## config.mk

```make
export PLATFORM = sky130hd
export DESIGN_NAME = psum_collector
export DESIGN_NICKNAME = d
export VERILOG_FILES = /design/src/rtl/eyeriss_pkg.sv /design/src/rtl/psum_rr_arbiter.sv /design/src/rtl/psum_collector.sv
export SDC_FILE = /design/constraint.sdc
export NUM_CORES = 1
export LEC_CHECK = 0
export CAP_MARGIN = 20
export CORE_MARGIN = 4
export CORE_UTILIZATION = 53
export CTS_CLUSTER_SIZE = 10
export DETAILED_ROUTE_END_ITERATION = 16
export PLACE_DENSITY = 0.86
export SETUP_SLACK_MARGIN = 0.5
export SYNTH_ARGS = -nofsm -noshare
export SYNTH_HDL_FRONTEND = slang
export SYNTH_SLANG_ARGS = --single-unit
```

## constraint.sdc

```tcl
create_clock -name clk_i -period 6.9 [get_ports clk_i]
set_input_delay 1.725 -clock clk_i [delete_from_list [all_inputs] [get_ports clk_i]]
set_output_delay 1.725 -clock clk_i [all_outputs]
set_load 0.02 [all_outputs]
```

## src/rtl/eyeriss_pkg.sv

```systemverilog
// Shared types and geometry helpers for the Eyeriss-style psum path.
// Derivations are functions so each block can evaluate them from its own generics.
package eyeriss_pkg;

   typedef enum logic [1:0] {
      StIdle,
      StCollect,
      StDone
   } collect_state_e;

   function automatic int unsigned data_width(input int unsigned top_bits,
                                              input int unsigned bot_bits);
      return top_bits + bot_bits;
   endfunction

   // Row distance between consecutive ofmap rows produced by the same PE column.
   function automatic int unsigned stride(input int unsigned array_h,
                                          input int unsigned array_w,
                                          input int unsigned kernel);
      return array_h + array_w - kernel;
   endfunction

   function automatic int unsigned out_dim(input int unsigned image_dim,
                                           input int unsigned kernel);
      return image_dim - kernel + 1;
   endfunction

   function automatic int unsigned total_pixels(input int unsigned out_h,
                                                input int unsigned out_w);
      return out_h * out_w;
   endfunction

   function automatic int unsigned cnt_width(input int unsigned n);
      return (n > 1) ? $clog2(n) : 1;
   endfunction

endpackage

```

## src/rtl/psum_rr_arbiter.sv

```systemverilog
// Round-robin column pointer and one-hot pop select for the psum FIFOs.
// The pointer advances every enabled cycle whether or not the column popped.
module psum_rr_arbiter #(
   parameter int unsigned G_NUM_COLS = 6,
   parameter int unsigned PTR_W      = 3
) (
   input  logic                  clk_i,
   input  logic                  rst_ni,
   input  logic                  clear_i,
   input  logic                  en_i,
   input  logic [0:G_NUM_COLS-1] empty_i,
   output logic [PTR_W-1:0]      ptr_o,
   output logic [0:G_NUM_COLS-1] pop_o
);

   logic [PTR_W-1:0] ptr_q, ptr_d;

   always_comb begin
      ptr_d = ptr_q;
      if (clear_i) begin
         ptr_d = '0;
      end else if (en_i) begin
         ptr_d = (ptr_q == PTR_W'(G_NUM_COLS - 1)) ? '0 : ptr_q + PTR_W'(1);
      end
   end

   always_ff @(posedge clk_i or negedge rst_ni) begin
      if (!rst_ni) begin
         ptr_q <= '0;
      end else begin
         ptr_q <= ptr_d;
      end
   end

   always_comb begin
      pop_o = '0;
      for (int c = 0; c < int'(G_NUM_COLS); c++) begin
         if (en_i && (ptr_q == PTR_W'(c)) && !empty_i[c]) begin
            pop_o[c] = 1'b1;
         end
      end
   end

   assign ptr_o = ptr_q;

endmodule

```

## src/rtl/psum_collector.sv

```systemverilog
// Drains per-column psum FIFOs round-robin and writes one ofmap into BRAM,
// mapping each column's stream onto its strided set of output rows.
module psum_collector
   import eyeriss_pkg::*;
#(
   parameter int unsigned G_ARRAY_HEIGHT     = 5,
   parameter int unsigned G_ARRAY_WIDTH      = 6,
   parameter int unsigned G_KERNEL_SIZE      = 5,
   parameter int unsigned G_IMAGE_HEIGHT     = 28,
   parameter int unsigned G_IMAGE_WIDTH      = 28,
   parameter int unsigned G_TOP_BITS         = 2,
   parameter int unsigned G_BOT_BITS         = 14,
   parameter int unsigned G_OFMAP_ADDR_WIDTH = 10
) (
   input  logic                                                       clk_i,
   input  logic                                                       rst_ni,
   input  logic                                                       start_i,
   input  logic                                                       relu_en_i,
   input  logic [0:G_ARRAY_WIDTH-1]                                   psum_empty_i,
   input  logic [0:G_ARRAY_WIDTH-1][data_width(G_TOP_BITS, G_BOT_BITS)-1:0] psum_i,
   output logic [0:G_ARRAY_WIDTH-1]                                   psum_rd_en_o,
   output logic                                                       ofmap_wr_en_o,
   output logic [G_OFMAP_ADDR_WIDTH-1:0]                              ofmap_wr_addr_o,
   output logic [data_width(G_TOP_BITS, G_BOT_BITS)-1:0]              ofmap_wr_data_o,
   output logic                                                       busy_o,
   output logic                                                       done_o,
   output logic                                                       extra_o
);

   localparam int unsigned DATA_WIDTH = data_width(G_TOP_BITS, G_BOT_BITS);
   localparam int unsigned STRIDE     = stride(G_ARRAY_HEIGHT, G_ARRAY_WIDTH, G_KERNEL_SIZE);
   localparam int unsigned OUT_H      = out_dim(G_IMAGE_HEIGHT, G_KERNEL_SIZE);
   localparam int unsigned OUT_W      = out_dim(G_IMAGE_WIDTH, G_KERNEL_SIZE);
   localparam int unsigned TOTAL      = total_pixels(OUT_H, OUT_W);
   localparam int unsigned PTR_W      = cnt_width(G_ARRAY_WIDTH);
   localparam int unsigned COL_W      = cnt_width(OUT_W);
   localparam int unsigned ROW_W      = cnt_width(OUT_H + 1);
   localparam int unsigned PIX_W      = cnt_width(TOTAL + 1);

   collect_state_e state_q, state_d;

   logic                          relu_q, relu_d;
   logic                          extra_q, extra_d;
   logic [PIX_W-1:0]              pix_cnt_q, pix_cnt_d;
   logic [COL_W-1:0]              col_cnt_q [G_ARRAY_WIDTH];
   logic [COL_W-1:0]              col_cnt_d [G_ARRAY_WIDTH];
   logic [ROW_W-1:0]              row_cnt_q [G_ARRAY_WIDTH];
   logic [ROW_W-1:0]              row_cnt_d [G_ARRAY_WIDTH];
   logic                          wr_en_q, wr_en_d;
   logic [G_OFMAP_ADDR_WIDTH-1:0] wr_addr_q, wr_addr_d;
   logic [DATA_WIDTH-1:0]         wr_data_q, wr_data_d;

   logic [PTR_W-1:0]         ptr;
   logic [0:G_ARRAY_WIDTH-1] pop;
   logic                     arm;
   logic                     collecting;
   logic                     popped;
   logic [COL_W-1:0]         sel_col;
   logic [ROW_W-1:0]         sel_row_cnt;
   logic [DATA_WIDTH-1:0]    sel_data;
   logic [31:0]              row;
   logic                     in_range;

   assign arm        = (state_q == StIdle) && start_i;
   assign collecting = (state_q == StCollect);

   psum_rr_arbiter #(
      .G_NUM_COLS (G_ARRAY_WIDTH),
      .PTR_W      (PTR_W)
   ) u_arbiter (
      .clk_i   (clk_i),
      .rst_ni  (rst_ni),
      .clear_i (arm),
      .en_i    (collecting),
      .empty_i (psum_empty_i),
      .ptr_o   (ptr),
      .pop_o   (pop)
   );

   // Context of the column under the pointer; only meaningful when it pops.
   always_comb begin
      sel_col     = '0;
      sel_row_cnt = '0;
      sel_data    = '0;
      for (int c = 0; c < int'(G_ARRAY_WIDTH); c++) begin
         if (ptr == PTR_W'(c)) begin
            sel_col     = col_cnt_q[c];
            sel_row_cnt = row_cnt_q[c];
            sel_data    = psum_i[c];
         end
      end
      popped   = |pop;
      row      = 32'(ptr) + 32'(sel_row_cnt) * STRIDE;
      in_range = (row < OUT_H);
   end

   always_comb begin
      state_d   = state_q;
      relu_d    = relu_q;
      extra_d   = extra_q;
      pix_cnt_d = pix_cnt_q;
      col_cnt_d = col_cnt_q;
      row_cnt_d = row_cnt_q;
      wr_en_d   = 1'b0;
      wr_addr_d = wr_addr_q;
      wr_data_d = wr_data_q;

      unique case (state_q)
         StIdle: begin
            if (start_i) begin
               state_d   = StCollect;
               relu_d    = relu_en_i;
               extra_d   = 1'b0;
               pix_cnt_d = '0;
               for (int c = 0; c < int'(G_ARRAY_WIDTH); c++) begin
                  col_cnt_d[c] = '0;
                  row_cnt_d[c] = '0;
               end
            end
         end
         StCollect: begin
            // Pixels are counted as their writes leave the output register.
            if (wr_en_q) begin
               pix_cnt_d = pix_cnt_q + PIX_W'(1);
               if (pix_cnt_q == PIX_W'(TOTAL - 1)) begin
                  state_d = StDone;
               end
            end
            for (int c = 0; c < int'(G_ARRAY_WIDTH); c++) begin
               if (pop[c]) begin
                  if (col_cnt_q[c] == COL_W'(OUT_W - 1)) begin
                     col_cnt_d[c] = '0;
                     // Freeze the row once past the ofmap so it cannot wrap back in range.
                     if (in_range) begin
                        row_cnt_d[c] = row_cnt_q[c] + ROW_W'(1);
                     end
                  end else begin
                     col_cnt_d[c] = col_cnt_q[c] + COL_W'(1);
                  end
               end
            end
            if (popped) begin
               if (in_range) begin
                  wr_en_d   = 1'b1;
                  wr_addr_d = G_OFMAP_ADDR_WIDTH'(row * OUT_W + 32'(sel_col));
                  wr_data_d = (relu_q && sel_data[DATA_WIDTH-1]) ? '0 : sel_data;
               end else begin
                  extra_d = 1'b1;
               end
            end
         end
         StDone: begin
            state_d = StIdle;
         end
         default: begin
            state_d = StIdle;
         end
      endcase
   end

   always_ff @(posedge clk_i or negedge rst_ni) begin
      if (!rst_ni) begin
         state_q   <= StIdle;
         relu_q    <= 1'b0;
         extra_q   <= 1'b0;
         pix_cnt_q <= '0;
         col_cnt_q <= '{default: '0};
         row_cnt_q <= '{default: '0};
         wr_en_q   <= 1'b0;
         wr_addr_q <= '0;
         wr_data_q <= '0;
      end else begin
         state_q   <= state_d;
         relu_q    <= relu_d;
         extra_q   <= extra_d;
         pix_cnt_q <= pix_cnt_d;
         col_cnt_q <= col_cnt_d;
         row_cnt_q <= row_cnt_d;
         wr_en_q   <= wr_en_d;
         wr_addr_q <= wr_addr_d;
         wr_data_q <= wr_data_d;
      end
   end

   assign psum_rd_en_o    = pop;
   assign ofmap_wr_en_o   = wr_en_q;
   assign ofmap_wr_addr_o = wr_addr_q;
   assign ofmap_wr_data_o = wr_data_q;
   assign busy_o          = collecting;
   assign done_o          = (state_q == StDone);
   assign extra_o         = extra_q;

endmodule

```

**Word level (Yosys, flattened, before mapping)**

Index checks and enable logic that the tools add are counted.

- Register bits after elaboration: 104
- Input bits: 106
- Output and inout port bits: 36
- Logic and storage cells: 188

- Add/sub/neg operators: 16
- Multipliers: 2
- Magnitude comparators: 1
- Equal/unequal tests: 32
- Multiplexer cells: 75
- Reductions and logical operators: 42

Operators by type and width:

| operator | count |
|---|---|
| 2-to-1 mux 5 bit | 42 |
| one-hot mux 30 bit (2 select lines) | 2 |
| 2-to-1 mux 16 bit | 7 |
| adder 5 x 1 -> 5 bit, second input constant | 12 |
| != test 2 bit, second input constant | 18 |
| equality test 5 bit, second input constant | 6 |
| 2-to-1 mux 30 bit | 1 |
| AND reduction 5 bit | 6 |
| AND reduction 3 bit | 9 |
| 2-to-1 mux 10 bit | 2 |
| one-hot mux 10 bit (2 select lines) | 1 |
| logical AND 1 bit | 14 |
| 2-to-1 mux 1 bit | 12 |
| adder 10 x 1 -> 10 bit, second input constant | 1 |
| adder 10 x 5 -> 10 bit | 1 |
| equality test 10 bit, second input constant | 1 |
| adder 3 x 8 -> 9 bit | 1 |
| < comparator 9 x 5 -> 1 bit, second input constant | 1 |
| multiplier 9 x 2 -> 7 bit, second input constant | 1 |
| 2-to-1 mux 3 bit | 3 |
| multiplier 5 x 2 -> 7 bit, second input constant | 1 |
| equality test 3 x 2 -> 1 bit, second input constant | 2 |
| equality test 3 bit, second input constant | 2 |
| logical NOT 1 bit | 6 |
| other kinds (13) | 16 |

**Longest topological paths before layout**

Gate-level depths: netlist of the first run.

- Depth after elaboration: 14
- Depth in mapped cells: 25
- Depth with buffers taken out: 18

**Modules after synthesis**

A second synthesis of the first run with hierarchy kept.

- Cell total of the unflattened synthesis: 723
- Area, all modules: 7033.0 µm²

By module, submodules not included:

| module | times used | cells an instance | area each (µm²) | seq. area each (µm²) |
|---|---|---|---|---|
| psum_collector | 1 | 698 | 6781.5 | 2527.4 |
| psum_rr_arbiter | 1 | 25 | 251.5 | 75.1 |

**Least setup slack after synthesis of the first run**

OpenSTA, ideal clock, no wires.

- Kind: reg-to-reg
- Start point: reg u_arbiter.ptr_q[0] (netlist: u_arbiter.ptr_o[0])
- End point: reg wr_addr_q[7] (netlist: ofmap_wr_addr_o[7])
- Library setup time: 0.125 ns
- Arrival: 5.632 ns
- Data required time: 6.775 ns
- Setup slack: 1.143 ns
- Cell stages (with the launch flop): 26
- Path buffers: 7
- Period minus slack after synthesis: 5.757 ns
- Cells stage by stage: dfrtp_1 > buf_2 > buf_1 > buf_1 > and2_1 > ha_1 > clkbuf_1 > nor2_1 > clkbuf_1 > a221o_1 > o21ai_0 > o21ai_0 > ha_1 > fa_1 > a21o_1 > a21oi_1 > o21a_1 > a22oi_1 > xnor2_1 > ha_1 > nor4b_1 > mux2i_1 > or2_1 > buf_4 > buf_6 > mux2_4

- Cells in the longest elaborated chain, start to end: 11
- Elaborated cells on any way between the ends: 43
- Those cells by class: 2 x add/sub; 2 x mul; 1 x order compare; 5 x eq/ne; 18 x mux; 15 x reduce/logical

Ends and longest elaborated chain:

| what | RTL line | RTL |
|---|---|---|
| start: declaration | psum_rr_arbiter.sv:16 | `logic [PTR_W-1:0] ptr_q, ptr_d;` |
| start signal: assignment | psum_rr_arbiter.sv:31 | `ptr_q <= ptr_d;` |
| logical NOT 3 bit | psum_rr_arbiter.sv:38, psum_collector.sv:86 |  |
| 2-to-1 mux 5 bit (6 in a row) | psum_collector.sv:86 | `if (ptr == PTR_W'(c)) begin` |
| multiplier 5 x 2 -> 7 bit | psum_collector.sv:93 | `row = 32'(ptr) + 32'(sel_row_cnt) * STRIDE;` |
| adder 3 x 8 -> 9 bit | psum_collector.sv:93 |  |
| multiplier 9 x 2 -> 7 bit or < comparator 9 x 5 -> 1 bit (tied branches) | psum_collector.sv:145, psum_collector.sv:94 |  |
| adder 10 x 5 -> 10 bit or AND reduction 3 bit (tied branches) | - |  |
| end signal: assignment | psum_collector.sv:180 | `wr_addr_q <= wr_addr_d;` |
| end: declaration | psum_collector.sv:50 | `logic [G_OFMAP_ADDR_WIDTH-1:0] wr_addr_q, wr_addr_d;` |

Parallel ways exist; a longest one is shown, timed or not.
A chain may end at the register's enable or synchronous reset.

**Worst setup path after layout of the first run**

- Start point: reg u_arbiter.ptr_q[1] (netlist: u_arbiter.ptr_o[1])
- End point: reg wr_addr_q[7] (netlist: ofmap_wr_addr_o[7])

The elaborated chain is that of the path after synthesis.

==> flow_summary.json, run 1 <==
{
  "status": "complete, no violations",
  "setup_ws_ps": 1280,
  "min_from": "pix_cnt_q[0]",
  "synthesis.nets": 963,
  "die_h_um": 123,
  "startpoint": "u_arbiter.ptr_o[1]",
  "grt_pass1_vias": 6398,
  "cpMostUsedCell": "o21ai_0",
  "start_util_pct": 54.8,
  "wl_um": 20600,
  "cts-buffers-inserted": 9,
  "tightest_slew_ps": 988,
  "nFillCells": 989,
  "arrival_ps": 5860,
  "diodes": 0,
  "place_ws_ps": 1410,
  "finalSetupViolCount": 0,
  "synth_top_area_share_pct": 37.2,
  "max_cap_viol_count": 0,
  "p_leak_nw": 3.79,
  "ys_warn_count": 0,
  "syn_inst": 824,
  "dieArea_sq_um": 15100,
  "clockRootBuffer": "clkbuf_16",
  "placedCellCount": 1104,
  "cp-start-kind": "flip-flop",
  "finalNetCount": 1082,
  "num_vias": 6654,
  "drcViolationCount": 0,
  "synth_top_family_by_area": "compound AO/OA/AOI/OAI gates",
  "rsz0062_at_grt": "false",
  "cts_setup_buffers": 0,
  "ctsResizeCount": 0,
  "overflow": 0,
  "max_stage_delay_ps": 590,
  "crit_fanout": 27,
  "fin_cells": 1120,
  "final.min_clock_period_ps": 5620,
  "clk_pin_slew_ps": 80,
  "fmax_mhz": 178,
  "drtIter0Drc": 611,
  "clkLatencyLatePin_ps": 360,
  "required_ps": 7140,
  "critPathSlowestCell": "or2_1",
  "drtAntennaViolNets": 0,
  "yosysMostFrequentCell": "nand2_1",
  "synth_mux_area_share_pct": 8.16,
  "netlist_area_sq_um": 6990,
  "timing.final.crit_share_pct": 81.4,
  "async_flop_share_pct": 100,
  "drive_above_1_share_pct": 5.59,
  "ir_drop_v": 0.000226,
  "synthAdderAreaFrac_pct": 6.33,
  "cts_num_sinks": 104,
  "synth_xor_area_share_pct": 2.63,
  "endpoint_kind": "flip-flop",
  "grt_max_degree": 56,
  "critical_path_class": "reg2reg",
  "cts_buffer_depth": 2,
  "port_buffers": 141,
  "htreeDepth": 3,
  "synth-simple-area-share_pct": 20.2,
  "die_w_um": 123,
  "place_congestion": 0.898,
  "slew_viol_final": 0,
  "r2r-start": "u_arbiter.ptr_o[1]",
  "dp_hpwl_um": 15000,
  "fin_hold_ws_ps": 504,
  "setup_tns_ps": 0,
  "synth_top_area_cell": "dfrtp_1",
  "wl_per_cell_um": 18.4,
  "synth_area_leaders": "dfrtp_1 37%, o21ai_0 7.0%, mux2i_1 6.4%, nand2_1 5.6%, ha_1 5.2%",
  "io_pins": 142,
  "antenna_found_initial": 1,
  "synth_common_cells": "105 x nand2_1, 104 x dfrtp_1, 98 x o21ai_0",
  "viasPerCell": 5.94,
  "synth-main-ff-cell": "dfrtp_1",
  "num_rows": 41,
  "synth_edf_count": 0,
  "dr.pass1.iters": 6,
  "finClkSkew_ps": 9.12,
  "core_area_sq_um": 12800,
  "grt_use_total_pct": 28.4,
  "hold_buffers": 0,
  "r2r_setup_slack_ps": 1280,
  "hold_viol": 0,
  "cts_tree": "yes",
  "relSlewSlack_pct": 34.1,
  "synth_compound_area_share_pct": 21.1,
  "synth_seq_cells": 104,
  "grt_pass1_wl_um": 33200,
  "synth-seq-area-share_pct": 37.2,
  "area_delta_synth_final_pct": 26.5,
  "powerDensity_nw_per_um2": 353,
  "synth_cell_types": 55,
  "syn_area_per_cell_sq_um": 8.49,
  "hold_class": "reg2reg",
  "cp_cell_sequence": "buf_4, nor2b_2, nand2_1, o21ai_0, a221o_1, o21ai_0, o21ai_0, ha_1, fa_1, a21o_1, a21oi_1, a211oi_1, a22oi_1, xnor2_1, ha_1, nor4b_1, mux2i_4, or2_1, mux2_4"
}
[path summary, 6_finish.rpt]
path / cells after the start / to
min reg2reg: 1 / pix_cnt_q[0]
max: 19 / ofmap_wr_addr_o[7]
min in group asynchronous: 1 / ofmap_wr_data_o[4]
max in group asynchronous: 2 / ofmap_wr_data_o[2]
max reg2reg: 19 / ofmap_wr_addr_o[7]
min: 1 / pix_cnt_q[0]
[cells by family after synthesis]
kind of cell / count (synthesis)
and+or+nand+nor: 293
AOI/OAI and AO/OA: 243
DFF: 104
buffers and inverters: 75
muxes: 55
adders and majority gates: 33
xor gates and xnor gates: 21
[sequential cells by signal, summed over array words and instances, names as in the netlist]
name,cells
u_arbiter.ptr_o,3
state_q,2
pix_cnt_q,10
row_cnt_q,30
ofmap_wr_data_o,16
ofmap_wr_addr_o,10
relu_q,1
col_cnt_q,30
ofmap_wr_en_o,1
extra_o,1
[metrics by stage]
step | power (mW) | util (%) | instance area (sq um)
CTS | 3.12 | 69.3 | 8850
floorplan | 2.04 | - | 6990
finish | 3.13 | 69.3 | 8850
detailed placement | 2.58 | 67.0 | 8560
global route | 3.35 | 69.3 | 8850
global placement | 2.54 | 67.0 | 8560
[report_power, final]
part / internal (mW) / switching (mW) / total (mW)
combinational: 0.695 / 1.03 / 1.72
sequential: 0.748 / 0.139 / 0.886
clock: 0.264 / 0.254 / 0.518
total: 1.71 / 1.42 / 3.13
[metal layers]
layer	global-route usage [%]	vias to the layer above	wire length, um
li1	-	3231	-
met1	37.8	3130	8820
met2	46.3	247	10000
met3	5.48	44	1140
met4	9.73	2	569
met5	0	-	32
[cells in the final DEF (no fill, tap or decap), types with 24 or more instances in the layout]
cell type and count:
nand2b_1 24, nand2_1 105, nor2_1 58, a21oi_1 57, dfrtp_1 103, o21ai_0 98
clkdlybuf4s50_1 140, inv_1 26, mux2i_1 44, ha_1 29
[cell type report]
cell class	count	area [sq um]	area share, %
sequential	104	2600	29.4
timing repair buffer	156	1520	17.2
clock buffer	10	239	2.70
multi-input combinational	645	4110	46.5
inverter	27	101	1.15
clock inverter	6	56.3	0.636
tap	172	215	2.43
[critical path, delay by kind of cell, from the launching register on]
kind / cells / cell delay (ps)
AOI/OAI and AO/OA: 8 / 1520
xor gates and xnor gates: 1 / 180
adders and majority gates: 3 / 720
buffers and inverters: 1 / 330
DFF: 1 / 580
muxes: 2 / 570
and+or+nand+nor: 4 / 1590
No activity file was read; power rests on OpenSTA's default activity.
==> inputs of run 2 (changes only) <==
==> constraint.sdc (replaced) <==
create_clock -name clk_i -period 5.2 [get_ports clk_i]
set_input_delay 1.3 -clock clk_i [delete_from_list [all_inputs] [get_ports clk_i]]
set_output_delay 1.3 -clock clk_i [all_outputs]
set_load 0.02 [all_outputs]
==> run 2 against run 1 <==
Net effect: sequential power increased by 34%; critical endpoint is now row_cnt_q[20]; flip-flop and latch count unchanged; highest routed layer is now met4; die area unchanged; critical path depth decreased by 3; total power increased by 37%; fmax increased by 26%; worst hold slack about the same; non-clock buffer count increased by 8; clock skew increased by 0.80 ps; first-iteration DRC count increased by 10%; wire length increased by 3.9%.
==> flow_summary.json, run 2 (synthesized netlist as in run 1, its figures left out) <==
{
  "cp-start-kind": "flip-flop",
  "finClkSkew_ps": 9.92,
  "overflow": 0,
  "endpoint_kind": "flip-flop",
  "io_pins": 142,
  "cts_setup_buffers": 0,
  "fmax_mhz": 224,
  "ir_drop_v": 0.000331,
  "multi_input_area_sq_um": 4220,
  "viasPerCell": 6.04,
  "drive_above_1_share_pct": 7.95,
  "grt_pass1_wl_um": 34300,
  "grt_max_degree": 67,
  "place_congestion": 0.978,
  "final.min_clock_period_ps": 4450,
  "grt_pass1_vias": 6632,
  "num_vias": 6810,
  "required_ps": 5430,
  "finalSetupViolCount": 0,
  "hold_buffers": 0,
  "crit_fanout": 43,
  "p_leak_nw": 3.86,
  "die_h_um": 123,
  "max_cap_viol_count": 0,
  "drtAntennaViolNets": 0,
  "dp_hpwl_um": 15500,
  "layout_common_cells": "140 x clkdlybuf4s50_1, 105 x nand2_1, 103 x dfrtp_1",
  "hold_viol": 0,
  "total_power_mw": 4.28,
  "rsz0062_at_grt": "false",
  "status": "complete, no violations",
  "start_util_pct": 54.8,
  "max_stage_delay_ps": 590,
  "hold_class": "reg2reg",
  "setup_tns_ps": 0,
  "diodes": 0,
  "grt_use_total_pct": 29.1,
  "setup_ws_ps": 746,
  "area_delta_synth_final_pct": 29.4,
  "final_common_cell": "clkdlybuf4s50_1",
  "critPathSlowestCell": "dfrtp_4",
  "slew_viol_final": 0,
  "drcViolationCount": 0,
  "arrival_ps": 4690,
  "timing.final.crit_share_pct": 85.7,
  "clockRootBuffer": "clkbuf_16",
  "wl_um": 21400,
  "critical_path_class": "reg2reg",
  "finalNetCount": 1090,
  "htreeDepth": 3,
  "num_rows": 41,
  "die_w_um": 123,
  "nFillCells": 974,
  "port_buffers": 141,
  "clk_pin_slew_ps": 70,
  "cts_buffer_depth": 2,
  "tightest_slew_ps": 858,
  "cts_tree": "yes",
  "place_ws_ps": 296,
  "powerDensity_nw_per_um2": 473,
  "antenna_found_initial": 0,
  "drtIter0Drc": 675,
  "cp_cell_sequence": "and2_4, ha_4, nor2_4, a221o_1, o21ai_1, o21ai_2, ha_2, fa_2, xor2_2, and3_1, or3b_1, a221oi_2, mux2i_4, buf_6, nand2b_4, o22ai_1",
  "clkLatencyLatePin_ps": 360,
  "wl_per_cell_um": 18.9,
  "cts_num_sinks": 104,
  "final_core_util_pct": 70.8,
  "regArea_sq_um": 2610,
  "dr.pass1.iters": 7,
  "core_area_sq_um": 12800,
  "dieArea_sq_um": 15100,
  "cts-buffers-inserted": 9,
  "relSlewSlack_pct": 42.8
}
run 2: where the power goes:
group	switching (mW)	internal, mW	leakage [nW]	total (mW)
Combinational	1.37	0.973	2.31	2.34
Sequential	0.196	0.994	1.40	1.19
Clock	0.320	0.428	0.152	0.748
run 2: timing repair:
| item | CTS | global route |
|---|---|---|
| hold endpoints to repair | 0 | 0 |
| endpoints found under the setup margin | 38 | 56 |
| resized for setup | 2 | 6 |
run 2: routing by layer:
metal  global-route usage (%)  vias up  wire [um]
met3                     6.27       53       1570
met5                        0        -          0
met4                     11.4        0        623
li1                         -     3241          -
met2                     46.6      285      10100
met1                     38.4     3231       9110
run 2: through the flow:
stage	instance area, sq um	hold slack [ps]	std cells
after CTS	9030	501	1128
after detailed placement	8710	485	1112
final	9050	504	1128
after global placement	8710	471	1112
after global routing	9050	525	1128
after floorplan	7160	451	824
run 2: layout make-up:
type | count | share of cell area (%)
tap | 172 | 2.38
sequential | 104 | 28.8
clock inverter | 5 | 0.968
clock buffer | 11 | 2.57
timing repair buffer | 164 | 17.5
inverter | 27 | 1.12
multi-input combinational | 645 | 46.6
run 2: worst paths after layout:
kind | startpoint | to | slack [ps] | depth (start not counted)
setup / recovery | u_arbiter.ptr_o[0] | row_cnt_q[20] | 750 | 16
hold / removal | pix_cnt_q[0] | pix_cnt_q[0] | 500 | 1
setup reg to reg | u_arbiter.ptr_o[0] | row_cnt_q[20] | 750 | 16
hold reg to reg | pix_cnt_q[0] | pix_cnt_q[0] | 500 | 1
max in group asynchronous | rst_ni | pix_cnt_q[8] | 3070 | 2
min in group asynchronous | rst_ni | ofmap_wr_addr_o[7] | 1040 | 1
run 2: critical path: cells and delay by family, from the launching register on:
kind                     cells  cell delay, ps
XOR/XNOR                     1             190
AND/OR/NAND/NOR              5            1150
buffers and inverters        1             320
AO/OA/AOI/OAI                5             940
adder cells (fa/ha/maj)      3             800
flip-flops                   1             590
multiplexers                 1             310
==> inputs of run 3 (changes only) <==
--- a/config.mk
+++ b/config.mk
@@ -6,7 +6,7 @@
 export NUM_CORES = 1
 export LEC_CHECK = 0
 export CAP_MARGIN = 20
-export CORE_MARGIN = 4
+export CORE_MARGIN = 8
 export CORE_UTILIZATION = 53
 export CTS_CLUSTER_SIZE = 10
 export DETAILED_ROUTE_END_ITERATION = 16
==> run 3 against run 2 <==
Net effect: critical endpoint is now ofmap_wr_addr_o[3]; sequential power is essentially flat; critical path type unchanged; combinational power is essentially flat; design area grew 0.86%; largest power group unchanged.
==> flow_summary.json, run 3 (synthesized netlist as in run 1, its figures left out) <==
{
  "start_util_pct": 53.5,
  "diodes": 0,
  "viasPerCell": 6.07,
  "seqPwrFrac_pct": 27.5,
  "setup_tns_ps": 0,
  "grt_pass1_wl_um": 33700,
  "final_common_cell": "clkdlybuf4s50_1",
  "endpoint_kind": "flip-flop",
  "die_h_um": 131,
  "core_area_sq_um": 13100,
  "io_pins": 142,
  "crit_fanout": 27,
  "area_delta_synth_final_pct": 30.5,
  "wl_per_cell_um": 18.8,
  "drtIter0Drc": 554,
  "wl_um": 21400,
  "clkPwrFrac_pct": 16.8,
  "ir_drop_v": 0.000480,
  "place_congestion": 0.921,
  "layout_common_cells": "140 x clkdlybuf4s50_1, 105 x nand2_1, 103 x dfrtp_1",
  "fmax_mhz": 225,
  "worstReg2RegEnd": "ofmap_wr_addr_o[3]",
  "die_w_um": 131,
  "r2r-start": "u_arbiter.ptr_o[0]",
  "overflow": 0,
  "port_buffers": 141,
  "combPwrFrac_pct": 55.7,
  "num_vias": 6915,
  "place_ws_ps": 229,
  "htreeDepth": 3,
  "hold_viol": 0,
  "drive_above_1_share_pct": 8.83,
  "final_area_sq_um": 9130,
  "regArea_sq_um": 2610,
  "p_leak_nw": 3.90,
  "cts_num_sinks": 104,
  "arrival_ps": 4690,
  "final_core_util_pct": 69.7,
  "cp-start-kind": "flip-flop",
  "tightest_slew_ps": 833,
  "min_from": "pix_cnt_q[0]",
  "grt_pass1_vias": 6495,
  "dp_hpwl_um": 15400,
  "drtAntennaViolNets": 0,
  "cts_buffer_depth": 2,
  "grt_max_degree": 81,
  "cts_tree": "yes",
  "required_ps": 5450,
  "grt_use_total_pct": 25.3,
  "clockRootBuffer": "clkbuf_16",
  "status": "complete, no violations",
  "slew_viol_final": 0,
  "nFillCells": 990,
  "clkLatencyLatePin_ps": 370,
  "relSlewSlack_pct": 44.5,
  "worstHoldPathCells": 1,
  "drcViolationCount": 0,
  "setup_ws_ps": 763,
  "p_switching_mw": 1.88,
  "hold_buffers": 0,
  "reg2regPathDepth": 16,
  "finClkSkew_ps": 9.43,
  "p_sw_share_pct": 44.2,
  "critical_path_class": "reg2reg",
  "dr.pass1.iters": 5,
  "clk_pin_slew_ps": 80,
  "p_int_mw": 2.38,
  "finalSetupViolCount": 0,
  "antenna_found_initial": 0,
  "dieArea_sq_um": 17100,
  "finalNetCount": 1097,
  "timing.final.crit_share_pct": 85.3,
  "final.min_clock_period_ps": 4440,
  "place_area_sq_um": 8700,
  "num_rows": 42,
  "r2r_setup_slack_ps": 760,
  "powerDensity_nw_per_um2": 467,
  "min_to": "pix_cnt_q[0]",
  "multi_input_area_sq_um": 4230,
  "hold_class": "reg2reg",
  "total_power_mw": 4.26,
  "max_cap_viol_count": 0,
  "cts-buffers-inserted": 9,
  "rsz0062_at_grt": "false"
}
-- run 3: changes by cell type in the layout (fill, tap and decap cells not counted), sizes merged --
cell,change
clkinv,+1
inv,+1
bufinv,-1
buf,+6
-- run 3: worst max path at each step --
stage | cells past startpoint | end | slack, ps | startpoint
after floorplan | 24 | ofmap_wr_addr_o[7] | 510 | u_arbiter.ptr_o[0]
after global placement | 16 | row_cnt_q[21] | 340 | u_arbiter.ptr_o[0]
after detailed placement | 16 | row_cnt_q[20] | 230 | u_arbiter.ptr_o[0]
after CTS | 16 | row_cnt_q[20] | 500 | u_arbiter.ptr_o[0]
after global routing | 16 | ofmap_wr_addr_o[1] | 500 | u_arbiter.ptr_o[0]
final | 16 | ofmap_wr_addr_o[3] | 760 | u_arbiter.ptr_o[0]
-- run 3: final cells by class --
cell class,instances,share of cell area (%)
Clock buffer,10,2.51
Multi-Input combinational cell,645,46.3
Tap cell,176,2.41
Timing Repair Buffer,171,18.3
Sequential cell,104,28.6
Inverter,27,1.11
Clock inverter,6,0.823
-- run 3: critical path, stage by stage, from the launching register on --
cell	delay [ps]
dfrtp_4	560
buf_4	160
mux2i_1	140
o21ai_0	150
a221o_1	350
o21ai_1	100
o21ai_2	120
ha_2	230
fa_2	390
xor2_2	200
and3_1	220
or3b_1	370
a221oi_2	290
mux2i_4	300
or2_1	140
buf_6	230
mux2_2	360
-- run 3: per-layer routing --
metal / GRT usage [%] / share of wire (%) / vias to the layer above
li1: - / - / 3256
met1: 32.5 / 42 / 3313
met2: 41.4 / 47 / 309
met3: 5.72 / 8.4 / 37
met4: 8.17 / 2.5 / 0
met5: 0 / 0 / -
-- run 3: timing repair --
action,4_1_cts,5_1_grt
buffers inserted,0,8
hold endpoints to repair,0,0
resized for setup,3,8
endpoints found under the setup margin,22,57
-- run 3: power by group through the flow --
stage / combinational, mW / clock (mW) / sequential (mW)
after floorplan: 1.55 / 0 / 1.23
after global placement: 2.23 / 0 / 1.18
final: 2.37 / 0.714 / 1.17
after detailed placement: 2.27 / 0 / 1.19
after global routing: 2.61 / 0.750 / 1.20
after CTS: 2.30 / 0.719 / 1.18
-- run 3: metrics by stage --
step / hold slack, ps / cells
detailed placement: 483 / 1114
CTS: 500 / 1130
global route: 535 / 1139
floorplan: 451 / 824
global placement: 471 / 1114
finish: 504 / 1139
==> RTL edit 1, RTL diff (config.mk and constraints of run 3) <==
Encoding of `collect_state_e`: now one-hot (3 bits for 3 states).
--- a/src/rtl/eyeriss_pkg.sv
+++ b/src/rtl/eyeriss_pkg.sv
@@ -2,10 +2,10 @@
 // Derivations are functions so each block can evaluate them from its own generics.
 package eyeriss_pkg;
 
-   typedef enum logic [1:0] {
-      StIdle,
-      StCollect,
-      StDone
+   typedef enum logic [2:0] {
+      StIdle    = 3'b001,
+      StCollect = 3'b010,
+      StDone    = 3'b100
    } collect_state_e;
 
    function automatic int unsigned data_width(input int unsigned top_bits,
Check against the original RTL: same outputs for any inputs over 10 cycles, from zero or initial values and one cycle with rst_ni low; not proved beyond that.
==> RTL edit 1 against run 3 <==
- area after synthesis rose by 6.4%
- routed wire length grew 9.8%
- sequential cell count is 1 higher
- final area up 5.7%
- total power decreased by 17%
- setup slack got worse by 260 ps
- cell count increased by 3.4%
- die area up 5.6%
==> RTL edit 1: results <==
group,metric,value,unit
place,dp_slack,221.9,ps
logic_synthesis,synthAdderAreaFrac,5.682,%
logic_synthesis,syn-num-nets,988,
grt,grt_pass1_vias,6866,
power,pwr-share-seq,29.9,%
place,place_area,9092,sq um
drt,routedWlPerCell,19.96,um
status,status,"completed",
critical_path,slowest_stage,"dfrtp_2",
timing,hold_slack,506.3,ps
logic_synthesis,synth_xor_area_share,3.059,%
cts,post_cts_buffers,3,
drt,via_count,7208,
logic_synthesis,synth_commonest_cells,"104 x dfrtp_1, 102 x nand2_1, 94 x nor2_1",
logic_synthesis,yosys-top-cells-area,"dfrtp_1 35%, mux2i_1 8.2%, nand2_1 5.1%",
cts,cts-resized-gates,5,
grt,grt_pass1_wl,36.40,mm
critical_path,r2r-end,"ofmap_wr_data_o[4]",
critical_path,cp_slowest_stage_delay,420,ps
grt,use_met1,31.08,%
finish,drive_above_1_share,12.22,%
power,p_switching,0.001491,W
logic_synthesis,synth_compound_area_share,17.72,%
logic_synthesis,syn_avg_cell_area,8.757,sq um
power,p_int,0.002039,W
grt,grt_max_degree,85,
place,hpwl,16.50,mm
drt,met3_length,2.021,mm
grt,grt_use_total,25.06,%
timing,tightest_slew,1047,ps
critical_path,timing.rr.start,"u_arbiter.ptr_o[2]",
finish,stdcell_count,1178,
drt,drtIter0Drc,651,
timing,fin_worst_skew,8.441,ps
power,p_comb,0.00178,W
critical_path,cp_top_family,"simple AND/OR/NAND/NOR gates",
logic_synthesis,ys_seq_area_share,35.32,%
critical_path,worstPathArrival,4930,ps
power,leakagePower,4.089,nW
grt,grt_use_met2,41.59,%
-- RTL edit 1: worst max-delay path by stage --
stage / startpoint / end / cells after the start
floorplan: u_arbiter.ptr_o[0] / ofmap_wr_data_o[10] / 28
global placement: u_arbiter.ptr_o[1] / ofmap_wr_data_o[1] / 15
detailed placement: u_arbiter.ptr_o[0] / ofmap_wr_data_o[0] / 17
CTS: u_arbiter.ptr_o[1] / ofmap_wr_data_o[14] / 20
global route: u_arbiter.ptr_o[2] / ofmap_wr_data_o[4] / 18
finish: u_arbiter.ptr_o[2] / ofmap_wr_data_o[4] / 18
-- RTL edit 1: final cells by class --
| class | count | area [sq um] | share of cell area (%) |
|---|---|---|---|
| Clock buffer | 10 | 229.0 | 2.374 |
| Clock inverter | 6 | 68.82 | 0.7135 |
| Inverter | 27 | 101.3 | 1.051 |
| Multi-Input combinational cell | 674 | 4697 | 48.70 |
| Sequential cell | 105 | 2633 | 27.29 |
| Tap cell | 180 | 225.2 | 2.335 |
| Timing Repair Buffer | 176 | 1692 | 17.54 |
==> RTL edit 2, RTL diff (config.mk and constraints of run 3) <==
Made on the original files. `G_OFMAP_ADDR_WIDTH`: 10 -> 9.
--- a/src/rtl/psum_collector.sv
+++ b/src/rtl/psum_collector.sv
@@ -10,7 +10,7 @@
    parameter int unsigned G_IMAGE_WIDTH      = 28,
    parameter int unsigned G_TOP_BITS         = 2,
    parameter int unsigned G_BOT_BITS         = 14,
-   parameter int unsigned G_OFMAP_ADDR_WIDTH = 10
+   parameter int unsigned G_OFMAP_ADDR_WIDTH = 9
 ) (
    input  logic                                                       clk_i,
    input  logic                                                       rst_ni,
Ports: changed (resized ofmap_wr_addr_o); port bits go from 142 to 141. The function was not compared with the original's and may differ.
==> RTL edit 2 against run 3 <==
- clock skew fell by 2.0 ps
- area after synthesis down 0.38%
- routed wire length grew 1.5%
- worst hold slack better by 11 ps
- cell count fell by 4.0%
- setup slack lost 110 ps
- first-iteration DRC count fell by 0.90%
- sequential cell count down 1
- non-clock buffer count decreased by 2
- final area decreased by 1.1%
- critical endpoint is now ofmap_wr_data_o[12]
Power is not compared: it rests on default switching activity, and its combinational part moved more than twofold at a synthesized area within 25%.
==> RTL edit 2: results <==
group,metric,value,unit
finish,fill_cells,1019,
drt,routedWlPerCell,19.85,um
logic_synthesis,synthAdderAreaFrac,5.997,%
logic_synthesis,yosys-top-cells-area,"dfrtp_1 37%, o21ai_0 7.5%, a21oi_1 5.2%",
finish,buffer_area_share,18.39,%
critical_path,critPathMaxFanout,26,
place,place_area,8567,sq um
finish,seq_area,2582,sq um
logic_synthesis,synth.area.mux_share,7.542,%
grt,grt_max_degree,78,
critical_path,r2r_slack,660,ps
place,dp_cells,1069,
logic_synthesis,synth_commonest_cells,"105 x o21ai_0, 103 x dfrtp_1, 73 x nor2_1",
finish,n_all_buffers,169,
place,io_buffers,140,
drt,drtIter0Drc,549,
worst_hold_path,min-delay-start,"ofmap_wr_data_o[14]",
timing,slew_headroom,39.37,%
timing,fmax,0.2202,GHz
drt,vias_per_cell,6.155,
critical_path,r2r-end,"ofmap_wr_data_o[12]",
status,status,"completed",
place,gp_congestion,0.8900,
worst_hold_path,hold_end,"ofmap_wr_data_o[14]",
grt,grt_pass1_wl,33.13,mm
logic_synthesis,ys_seq_area_share,36.99,%
finish,inverters_excl_clock,15,
## RTL edit 2: cell count changes after synthesis, moves of 10 or more
cell              run 3  this run
a221oi_1             22         1
a32oi_1               0        15
mux2_4                2        19
nor3_1               21        11
or3_1                 7        24
mux2i_1              45        15
a21oi_1              57        72
nand2_1             105        67
o31ai_1              22         4
nor2_1               59        73
inv_1                26        15
o22ai_1              12         0
o2bb2ai_1             0        15
## RTL edit 2: power by group through the flow
stage                     Clock, W  Sequential (W)  Combinational (W)
after floorplan                  0         0.00104           0.000206
after global placement           0         0.00103           0.000435
after detailed placement         0         0.00103           0.000450
after CTS                 0.000763         0.00102           0.000452
after global routing      0.000797         0.00104           0.000501
final                     0.000756         0.00102           0.000455
## RTL edit 2: per-layer routing
layer | part of all wire, % | global-route usage (%)
met5 | 0 | 0
met4 | 4.2 | 12.15
met3 | 8.1 | 5.276
met2 | 48 | 43.19
met1 | 39 | 29.11
